[config.mk]
export PLATFORM = sky130hd
export DESIGN_NAME = pot_sweep_sched
export DESIGN_NICKNAME = d
export VERILOG_FILES = /design/src/rtl/pot_sweep_sched.sv
export SDC_FILE = /design/constraint.sdc
export NUM_CORES = 1
export LEC_CHECK = 0
export ABC_AREA = 1
export CAP_MARGIN = 5
export CELL_PAD_IN_SITES_DETAIL_PLACEMENT = 1
export CELL_PAD_IN_SITES_GLOBAL_PLACEMENT = 2
export CORE_UTILIZATION = 33
export DETAILED_ROUTE_END_ITERATION = 8
export GPL_ROUTABILITY_DRIVEN = 0
export PLACE_DENSITY = 0.89
export REMOVE_ABC_BUFFERS = 1
export SYNTH_ARGS = -nofsm -noshare
export SYNTH_HDL_FRONTEND = slang
export SYNTH_SLANG_ARGS = --single-unit
[constraint.sdc]
create_clock -name clk_i -period 7.6 [get_ports clk_i]
set_input_delay 2.28 -clock clk_i [delete_from_list [all_inputs] [get_ports clk_i]]
set_output_delay 2.28 -clock clk_i [all_outputs]
set_load 0.1 [all_outputs]
[src/rtl/pot_sweep_sched.sv]
// Round-robin A2D sequencer for the six equalizer/volume slide pots.
// Issues one conversion per slot, captures results, and times out stalled slots.
module pot_sweep_sched #(
    parameter int unsigned SWEEP_GAP = 1024,
    parameter int unsigned TIMEOUT   = 4096
) (
    input  logic        clk_i,
    input  logic        rst_i,
    output logic        strt_cnv_o,
    output logic [2:0]  chnnl_o,
    input  logic        cnv_cmplt_i,
    input  logic [11:0] res_i,
    input  logic        sweep_now_i,
    input  logic        clr_err_i,
    output logic [11:0] pot_lp_o,
    output logic [11:0] pot_b1_o,
    output logic [11:0] pot_b2_o,
    output logic [11:0] pot_b3_o,
    output logic [11:0] pot_hp_o,
    output logic [11:0] volume_o,
    output logic        sweep_done_o,
    output logic        timeout_err_o
);

    localparam int unsigned RES_W     = 12;
    localparam int unsigned CH_W      = 3;
    localparam int unsigned SLOT_W    = 3;
    localparam int unsigned NUM_POTS  = 6;
    localparam int unsigned LAST_SLOT = NUM_POTS - 1;
    localparam int unsigned GAP_W     = $clog2(SWEEP_GAP + 1);
    localparam int unsigned WAIT_W    = $clog2(TIMEOUT + 1);
    localparam logic [RES_W-1:0] POT_RST = RES_W'(12'h800);
    localparam logic [CH_W-1:0]  CH_RST  = CH_W'(1);

    typedef enum logic [1:0] {
        ST_GAP  = 2'd0,
        ST_REQ  = 2'd1,
        ST_WAIT = 2'd2,
        ST_NEXT = 2'd3
    } state_e;

    state_e              state_q;
    logic [GAP_W-1:0]    gap_cnt_q;
    logic [WAIT_W-1:0]   wait_cnt_q;
    logic [SLOT_W-1:0]   slot_q;
    logic                pending_q;
    logic                strt_cnv_q;
    logic [CH_W-1:0]     chnnl_q;
    logic                sweep_done_q;
    logic                timeout_err_q;
    logic [RES_W-1:0]    pot_q [NUM_POTS];

    logic                gap_done;
    logic                wait_expired;
    logic                slot_last;
    logic [SLOT_W-1:0]   slot_inc;

    // Fixed sweep order: LP, B1, B2, B3, HP, VOLUME on the A2D mux channels.
    function automatic logic [CH_W-1:0] slot_chnnl(input logic [SLOT_W-1:0] slot);
        logic [CH_W-1:0] ch;
        case (slot)
            SLOT_W'(0): ch = CH_W'(1);
            SLOT_W'(1): ch = CH_W'(0);
            SLOT_W'(2): ch = CH_W'(4);
            SLOT_W'(3): ch = CH_W'(2);
            SLOT_W'(4): ch = CH_W'(3);
            default:    ch = CH_W'(7);
        endcase
        return ch;
    endfunction

    assign gap_done     = (gap_cnt_q == GAP_W'(SWEEP_GAP));
    assign wait_expired = (wait_cnt_q == WAIT_W'(TIMEOUT - 1));
    assign slot_last    = (slot_q == SLOT_W'(LAST_SLOT));
    assign slot_inc     = slot_q + SLOT_W'(1);

    always_ff @(posedge clk_i or posedge rst_i) begin
        if (rst_i) begin
            state_q       <= ST_GAP;
            gap_cnt_q     <= '0;
            wait_cnt_q    <= '0;
            slot_q        <= '0;
            pending_q     <= 1'b0;
            strt_cnv_q    <= 1'b0;
            chnnl_q       <= CH_RST;
            sweep_done_q  <= 1'b0;
            timeout_err_q <= 1'b0;
            for (int i = 0; i < int'(NUM_POTS); i++) begin
                pot_q[i] <= POT_RST;
            end
        end else begin
            strt_cnv_q   <= 1'b0;
            sweep_done_q <= 1'b0;
            if (sweep_now_i) begin
                pending_q <= 1'b1;
            end
            // A timeout later in this block overrides a same-cycle clear.
            if (clr_err_i) begin
                timeout_err_q <= 1'b0;
            end

            case (state_q)
                ST_GAP: begin
                    if (pending_q || gap_done) begin
                        state_q    <= ST_REQ;
                        slot_q     <= '0;
                        pending_q  <= 1'b0;
                        strt_cnv_q <= 1'b1;
                        chnnl_q    <= slot_chnnl(SLOT_W'(0));
                    end else begin
                        gap_cnt_q <= gap_cnt_q + GAP_W'(1);
                    end
                end

                ST_REQ: begin
                    wait_cnt_q <= '0;
                    state_q    <= ST_WAIT;
                end

                ST_WAIT: begin
                    if (cnv_cmplt_i) begin
                        for (int i = 0; i < int'(NUM_POTS); i++) begin
                            if (slot_q == SLOT_W'(i)) begin
                                pot_q[i] <= res_i;
                            end
                        end
                        state_q <= ST_NEXT;
                    end else if (wait_expired) begin
                        timeout_err_q <= 1'b1;
                        state_q       <= ST_NEXT;
                    end else begin
                        wait_cnt_q <= wait_cnt_q + WAIT_W'(1);
                    end
                end

                ST_NEXT: begin
                    if (!slot_last) begin
                        slot_q     <= slot_inc;
                        state_q    <= ST_REQ;
                        strt_cnv_q <= 1'b1;
                        chnnl_q    <= slot_chnnl(slot_inc);
                    end else begin
                        sweep_done_q <= 1'b1;
                        gap_cnt_q    <= '0;
                        state_q      <= ST_GAP;
                    end
                end

                default: begin
                    state_q <= ST_GAP;
                end
            endcase
        end
    end

    assign strt_cnv_o    = strt_cnv_q;
    assign chnnl_o       = chnnl_q;
    assign sweep_done_o  = sweep_done_q;
    assign timeout_err_o = timeout_err_q;
    assign pot_lp_o      = pot_q[0];
    assign pot_b1_o      = pot_q[1];
    assign pot_b2_o      = pot_q[2];
    assign pot_b3_o      = pot_q[3];
    assign pot_hp_o      = pot_q[4];
    assign volume_o      = pot_q[5];

endmodule
=== Word-level counts from Yosys, hierarchy flattened ===
Index checks and enable logic that the tools add are counted.

* Multiplexer cells: 30
* Add/sub/neg operators: 3
* Equality and inequality tests: 21
* Reductions and logical operators: 16

{| class="wikitable"
|+ Operator list
! kind !! number
|-
| AND reduction 3 bit || 9
|-
| 2-to-1 mux 13 bit || 2
|-
| case mux 13 bit (2 select lines) || 1
|-
| 2-to-1 mux 11 bit || 2
|-
| case mux 11 bit (2 select lines) || 1
|-
| case mux 3 bit (5 select lines) || 1
|-
| adder 13 x 1 -> 13 bit, second input constant || 1
|-
| == test 13 x 12 -> 1 bit, second input constant || 1
|-
| == test 3 x 2 -> 1 bit, second input constant || 4
|-
| 2-to-1 mux 1 bit || 12
|-
| 2-to-1 mux 3 bit || 4
|-
| inequality test 2 bit, second input constant || 6
|-
| case mux 3 bit (2 select lines) || 2
|-
| adder 11 x 1 -> 11 bit, second input constant || 1
|-
| == test 11 bit, second input constant || 1
|-
| == test 3 bit, second input constant || 3
|-
| case mux 2 bit (4 select lines) || 1
|-
| == test 3 x 1 -> 1 bit, second input constant || 2
|-
| zero test 3 bit || 2
|-
| 2-to-1 mux 2 bit || 3
|-
| == test 2 bit, second input constant || 2
|-
| nonzero test 2 bit || 2
|-
| adder 3 x 1 -> 3 bit, second input constant || 1
|-
| inequality test 3 bit, second input constant || 1
|-
| 5 further kinds || 5
|}

* Bits in registers: 108
* Word-level logic and storage cells: 85
* Output and inout bits: 78

=== Longest topological paths before layout ===
Gate-level depths: netlist of run 1.

* Depth in word-level cells: 5
* Mapped depth: 10
* Gate-level depth less buffers: 10

=== Worst setup path after synthesis of run 1 ===
OpenSTA, ideal clock, no wires.

* Path kind: register to output
* Start point: register pot_q, in the netlist pot_hp_o[0]
* End point: output pot_hp_o[0]
* Path slack: 4.422 ns
* Buffers on the path: 0
* Arrival: 0.898 ns
* Stages on the path, launching flop included: 1
* Cell sequence: dfrtp_1

{| class="wikitable"
|+ RTL lines
! element !! RTL line !! RTL
|-
| start, declared || 51 || <nowiki>logic [RES_W-1:0] pot_q [NUM_POTS];</nowiki>
|-
| start signal, assigned by index || 124 || <nowiki>pot_q[i] <= res_i;</nowiki>
|-
| end, declared || 19 || <nowiki>output logic [11:0] pot_hp_o,</nowiki>
|}

No word-level cell between the ends.

=== Worst setup path in the final report of run 1 ===
* Start point: register pot_q, in the netlist pot_lp_o[11]
* End point: output pot_lp_o[11]

{| class="wikitable"
|+ RTL lines
! element !! RTL line !! RTL
|-
| end, declared || 15 || <nowiki>output logic [11:0] pot_lp_o,</nowiki>
|}

No word-level cell between the ends.

==> reports/qor.txt, run 1 <==
Layout area overhead = 28.72%
CP top delay family = buffers and inverters
Synth Area in XOR/XNOR = 0.01648
Multi-input gate area = 0.001821 mm²
YS warnings = 0
Initial Util = 0.3419
Total number of vias = 3,951
Post-Synth Adder-Cell Area = 0.03662
Post-synthesis mux area share = 0
CP max stage delay = 1130 ps
Inserted Diodes = 0
Slew headroom = 0.2917
Share of layout cells above drive strength 1 = 0.06359
Die W = 122.4 µm
Biggest area consumer among synthesized cells = dfrtp_1
Seq/Total Area, Yosys = 0.5668
Max Freq = 232.0 MHz
RSZ-0062 raised after global routing = no
Max-slew violation count = 0
Crit path buffers/inverters = 1
Largest net degree at the start of global routing = 66
Mapped Avg Cell Area = 8.891 µm²
Post-synth design cell area = 0.004783 mm²
DP Worst Slack = 3392 ps
Fillcell total = 1,648
WP data required = 5320 ps
Crit path cell chain = clkdlybuf4s50_1
Final ANT Viol Nets = 0
Setup Crit Path Kind = flop to primary output
Final period util = 0.5671
DIE AREA = 0.01498 mm²
P per Cell Area = 450.8 mW/mm²
Yosys cell types = 34
Vias in the first global route = 4,095
Slowest stage cell, crit path = clkdlybuf4s50_1
Top cell type's share of synthesized area = 0.5284
Clock Tree Buf Depth = 2
IO Count = 95
Skew-Pair Late Insertion Delay = 350 ps
FF/Latch Area = 0.002711 mm²
Drt total wl = 12,690 µm
Postcts setup bufs = 0
Worst-path maximum fanout = 2
Peak supply drop = 0.2160 mV
Max-Cap Viols = 0
Hold-fix buffer count after cts = 0
Status = finished, final reports clean
Critical path startpoint category = flop
Final setup fails = 0
Avg Vias per Cell = 4.884
Arrival time worst endpoint = 2030 ps
Predominant post-synthesis flop cell = dfrtp_1
Post-synth EDFFs = 0
Htree depth = 3
TritonCTS Buffers = 9
Most common cell after layout, fill and taps aside = nand2_1
Clk sink count = 108
TritonRoute pass-1 iters = 4
Overall Global Routing Usage = 0.1826
WL/cell = 15.69 µm
Setup TNS = 0 ps
Antenna violations before repair = 0
Post-CTS Resized = 0
Period minus WS final = 4310 ps
Post-Synth Simple-Gate Area = 0.2234
Synth Area in Compound Gates = 0.1036
Nets = 655
First-pass GRT wire length = 21,010 µm
Setup ws final = 3290 ps
Clock slew at reported path FFs = 70 ps
Die Span Y = 122.4 µm
Detailed Place HPWL = 8937 µm
Row Count = 43
Most frequent cells in the layout = 134 x nand2_1, 101 x dfrtp_1, 94 x clkdlybuf4s50_1
Synth Register Bits = 108
Endpoints failing hold = 0
Setup crit end kind = primary output
Ranking of synthesized cells by area = dfrtp_1 53%, nand2_1 11%, o21ai_0 6.0%
Skew final = 7.382 ps
Asr flop ratio synth = 1.000
DRC Markers = 0
Worst-Margin Slew = 1061 ps
Core Box Area = 0.01399 mm²
CTS Root Cell = clkbuf_16
LEAKAGE = 2.868 nW
Dominant combinational cell family by area after synthesis = simple AND/OR/NAND/NOR gates
Worst hold path type = flop to flop
Iter 0 DRT Violations = 184
Port bufs = 94
Mapped Cells = 538
CTS tree = yes
GRT overflow = 0
-- per-layer routing --
layer	part of all wire	vias up	GRT usage
met5	0	-	0
met4	0.012	0	0.05716
met3	0.040	10	0.03160
met2	0.49	80	0.3192
met1	0.46	1950	0.2285
li1	-	1911	-
-- worst paths after layout --
kind                                          startpoint                 endpoint  slack (ps)  depth (start not counted)
worst max register to register    state_q[0]$_DFFE_PP0P_  pot_b2_o[4]$_DFFE_PP0P_        5360                          7
min in group asynchronous                          rst_i  pot_lp_o[1]$_DFFE_PP0P_        2460                          2
worst min-delay path              chnnl_o[0]$_DFFE_PP1P_   chnnl_o[0]$_DFFE_PP1P_         470                          2
max in group asynchronous                          rst_i   sweep_done_o$_DFF_PP0_        4010                          3
worst min register to register    chnnl_o[0]$_DFFE_PP1P_   chnnl_o[0]$_DFFE_PP1P_         470                          2
worst max-delay path            pot_lp_o[11]$_DFFE_PP1P_             pot_lp_o[11]        3290                          1
-- where the power goes --
group,switching [mW],internal [mW]
sequential,0.0976,0.721
clock,0.219,0.260
combinational,1.16,0.315
-- flip-flops by register name, indices dropped and copies added, names as in the netlist, 2 cells and up --
register    cells
pot_b1_o       12
pot_b3_o       12
state_q         2
wait_cnt_q     13
slot_q          3
pot_b2_o       12
pot_lp_o       12
gap_cnt_q      11
pot_hp_o       12
volume_o       12
chnnl_o         3
-- kinds of logic (layout without fill, tap and decap cells) --
group / after synthesis / in the layout
xor+xnor: 9 / 9
flops: 108 / 108
simple gates: 251 / 251
compound gates: 96 / 96
fa+ha+maj: 14 / 14
buf+inv: 60 / 151
-- metrics by stage --
step | power, mW | util | cells | hold slack (ps) | instance area [µm²]
2_1_floorplan | 1.934 | - | 518 | 449.1 | 4679
3_3_place_gp | 2.286 | 0.4188 | 793 | 453.1 | 5858
3_5_place_dp | 2.317 | 0.4188 | 793 | 463.4 | 5858
4_1_cts | 2.806 | 0.4402 | 809 | 474.4 | 6157
5_1_grt | 2.918 | 0.4402 | 809 | 497.4 | 6157
6_report | 2.775 | 0.4402 | 809 | 469.6 | 6157
-- layout make-up --
| cell class | instances | share of cell area |
|---|---|---|
| clock buffers | 10 | 0.03719 |
| clock inverters | 6 | 0.01138 |
| inverters | 40 | 0.02479 |
| multi-input cells | 370 | 0.2957 |
| flip-flops and latches | 108 | 0.4404 |
| well taps | 180 | 0.03658 |
| repair buffers | 95 | 0.1540 |
-- cell usage after synthesis, types with 2 or more instances --
cell type,number
nand2_2,5
buf_2,5
o21ai_0,57
or2_2,2
buf_4,2
nand3_1,32
nor2_1,61
dfrtp_1,101
ha_1,14
clkbuf_1,11
buf_6,2
nand4_1,8
a21oi_1,30
inv_1,38
o21ai_1,4
dfstp_2,7
xor2_1,6
inv_2,2
xnor2_1,3
nand2_1,134
No activity file was read; power rests on OpenSTA's default activity.
==> run 2, diff against run 1 <==
- CORE_UTILIZATION: 33 -> 28
- PLACE_DENSITY: 0.89 -> 0.81
- clock period: 7.6 -> 3.5 ns (I/O delays scaled with it)
==> run 2 against run 1 <==
  * Non-clock buffer count increased by 4
  * Clock power rose by 130%
  * Register-to-register slack lost 4000 ps
  * Clock skew hardly changed
  * Cell area fell by 1.4%
  * Die area is 18% higher
  * Core utilization fell by 7.5 points
  * Clock-buffer cell count is 1 higher
  * Flip-flop and latch count stayed put
  * Critical path depth rose by 5
==> reports/qor.txt, run 2 (synthesis results as in run 1) <==
P per Cell Area = 990.6 mW/mm² (+120%)
Die Span Y = 132.7 µm (+8.4%)
LEAKAGE = 3.039 nW (+6.0%)
Critical path startpoint category = input pin
Final cell count without fillers = 853 (+5.4%)
WL/cell = 15.00 µm (-4.4%)
Max Freq = 388.9 MHz
Clock Tree Buf Depth = 2 (unchanged)
Final ANT Viol Nets = 0 (unchanged)
GRT overflow = 0 (unchanged)
Iter 0 DRT Violations = 126 (-32%)
Row Count = 47 (+9.3%)
Setup crit end kind = flop
Design area = 0.006071 mm² (-1.4%)
RSZ-0062 raised after global routing = no
IO Count = 95 (unchanged)
Postcts setup bufs = 0 (unchanged)
WP data required = 3700 ps (-1620 ps)
Post-CTS Resized = 0 (unchanged)
Overall Global Routing Usage = 0.1555 (-0.02714)
Antenna violations before repair = 0 (unchanged)
Period minus WS final = 2571 ps
Most frequent cells in the layout = 134 x nand2_1, 101 x dfrtp_1, 82 x buf_4
Worst hold slack = 476.7 ps (+7.123 ps)
Inserted Diodes = 0 (unchanged)
Die W = 132.7 µm (+8.4%)
Area after DPL = 0.005756 mm² (-1.8%)
Final setup fails = 0 (unchanged)
DP Worst Slack = 514.8 ps (-2877 ps)
Worst-path maximum fanout = 24 (+22)
Setup Crit Path Kind = input pin to flop
Clk sink count = 108 (unchanged)
Endpoints failing hold = 0 (unchanged)
Initial Util = 0.2874 (-0.05453)
Htree depth = 3 (unchanged)
Vias in the first global route = 4,052 (-1.1%)
Status = finished, final reports clean
Layout area overhead = 26.92%
TritonCTS Buffers = 9 (unchanged)
Skew-Pair Late Insertion Delay = 360 ps (about the same)
Skew final = 6.994 ps (-0.3875 ps)
Setup ws final = 928.9 ps (-2361 ps)
Util after Layout = 0.3648 (-0.07538)
First-pass GRT wire length = 21,430 µm (+2.0%)
Max-Cap Viols = 0 (unchanged)
Final period util = 0.7346
Number of flip-flops in the largest register = 13 (unchanged)
TritonRoute pass-1 iters = 4 (unchanged)
Fillcell total = 1,973 (+20%)
CTS tree = yes
Drt total wl = 12,800 µm (+0.81%)
Share of layout cells above drive strength 1 = 0.1927 (+0.1291)
Core Box Area = 0.01664 mm² (+19%)
Port bufs = 94 (unchanged)
Inst Count DP = 837 (+5.5%)
Worst hold path type = flop to flop
Peak supply drop = 0.5511 mV (+160%)
Nets = 659 (+0.61%)
CTS Root Cell = clkbuf_16
DIE AREA = 0.01761 mm² (+18%)
Detailed Place HPWL = 8930 µm (about the same)
Largest net degree at the start of global routing = 79 (+20%)
Arrival time worst endpoint = 2780 ps (+750 ps)
Hold-fix buffer count after cts = 0 (unchanged)
Total power = 6.014 mW (+120%)
Worst-Margin Slew = 760.9 ps (-300.4 ps)
Clock slew at reported path FFs = 70 ps (about the same)
Reg with most FFs = wait_cnt_q
Slew headroom = 0.4915 (+0.1998)
Total number of vias = 3,931 (-0.51%)
Avg Vias per Cell = 4.608 (-5.6%)
Max-slew violation count = 0 (unchanged)
Setup TNS = 0 ps (unchanged)
DRC Markers = 0 (unchanged)
Most common cell after layout, fill and taps aside = nand2_1
run 2: cell types whose count changed in the layout (fill, tap and decap cells not counted), sizes merged:
cell,delta
buf,+82
inv,-2
clkdlybuf4s50,-78
clkinv,+1
clkbuf,+1
run 2: final timing paths:
kind,startpoint,endpoint,slack [ps],depth (start not counted)
worst max-delay path,cnv_cmplt_i,pot_lp_o[10]$_DFFE_PP0P_,930,6
worst min-delay path,chnnl_o[2]$_DFFE_PP0P_,chnnl_o[2]$_DFFE_PP0P_,480,2
worst max register to register,state_q[0]$_DFFE_PP0P_,pot_lp_o[10]$_DFFE_PP0P_,1360,7
worst min register to register,chnnl_o[2]$_DFFE_PP0P_,chnnl_o[2]$_DFFE_PP0P_,480,2
max in group asynchronous,rst_i,pot_b1_o[11]$_DFFE_PP1P_,2000,3
min in group asynchronous,rst_i,pot_b3_o[7]$_DFFE_PP0P_,1140,3
run 2: metal layers:
| layer | global-route usage | vias to the layer above | routed length, µm |
|---|---|---|---|
| li1 | - | 1905 | - |
| met1 | 0.2038 | 1936 | 6039 |
| met2 | 0.2544 | 79 | 6090 |
| met3 | 0.03487 | 11 | 496 |
| met4 | 0.04981 | 0 | 170 |
| met5 | 0 | - | 0 |
run 2: cell type report:
type	count	area, µm²	area share
clock buffer	11	242.7	0.03998
clock inverter	5	72.57	0.01195
inverter	40	152.6	0.02514
multi-input combinational	370	1821	0.2999
sequential	108	2711	0.4466
tap	220	275.3	0.04534
timing repair buffer	99	795.8	0.1311
run 2: power breakdown:
part           internal, mW  leakage [nW]  total [mW]  switching, mW
sequential             1.57          1.44        1.78          0.213
clock                 0.587         0.153        1.08          0.496
combinational         0.602          1.45        3.15           2.55
run 2: worst max-delay path: stages:
cell	delay, ps
clkdlybuf4s50_1	570
nand2_1	140
nor2_1	180
nand2_1	490
nand2_1	220
o21ai_0	120
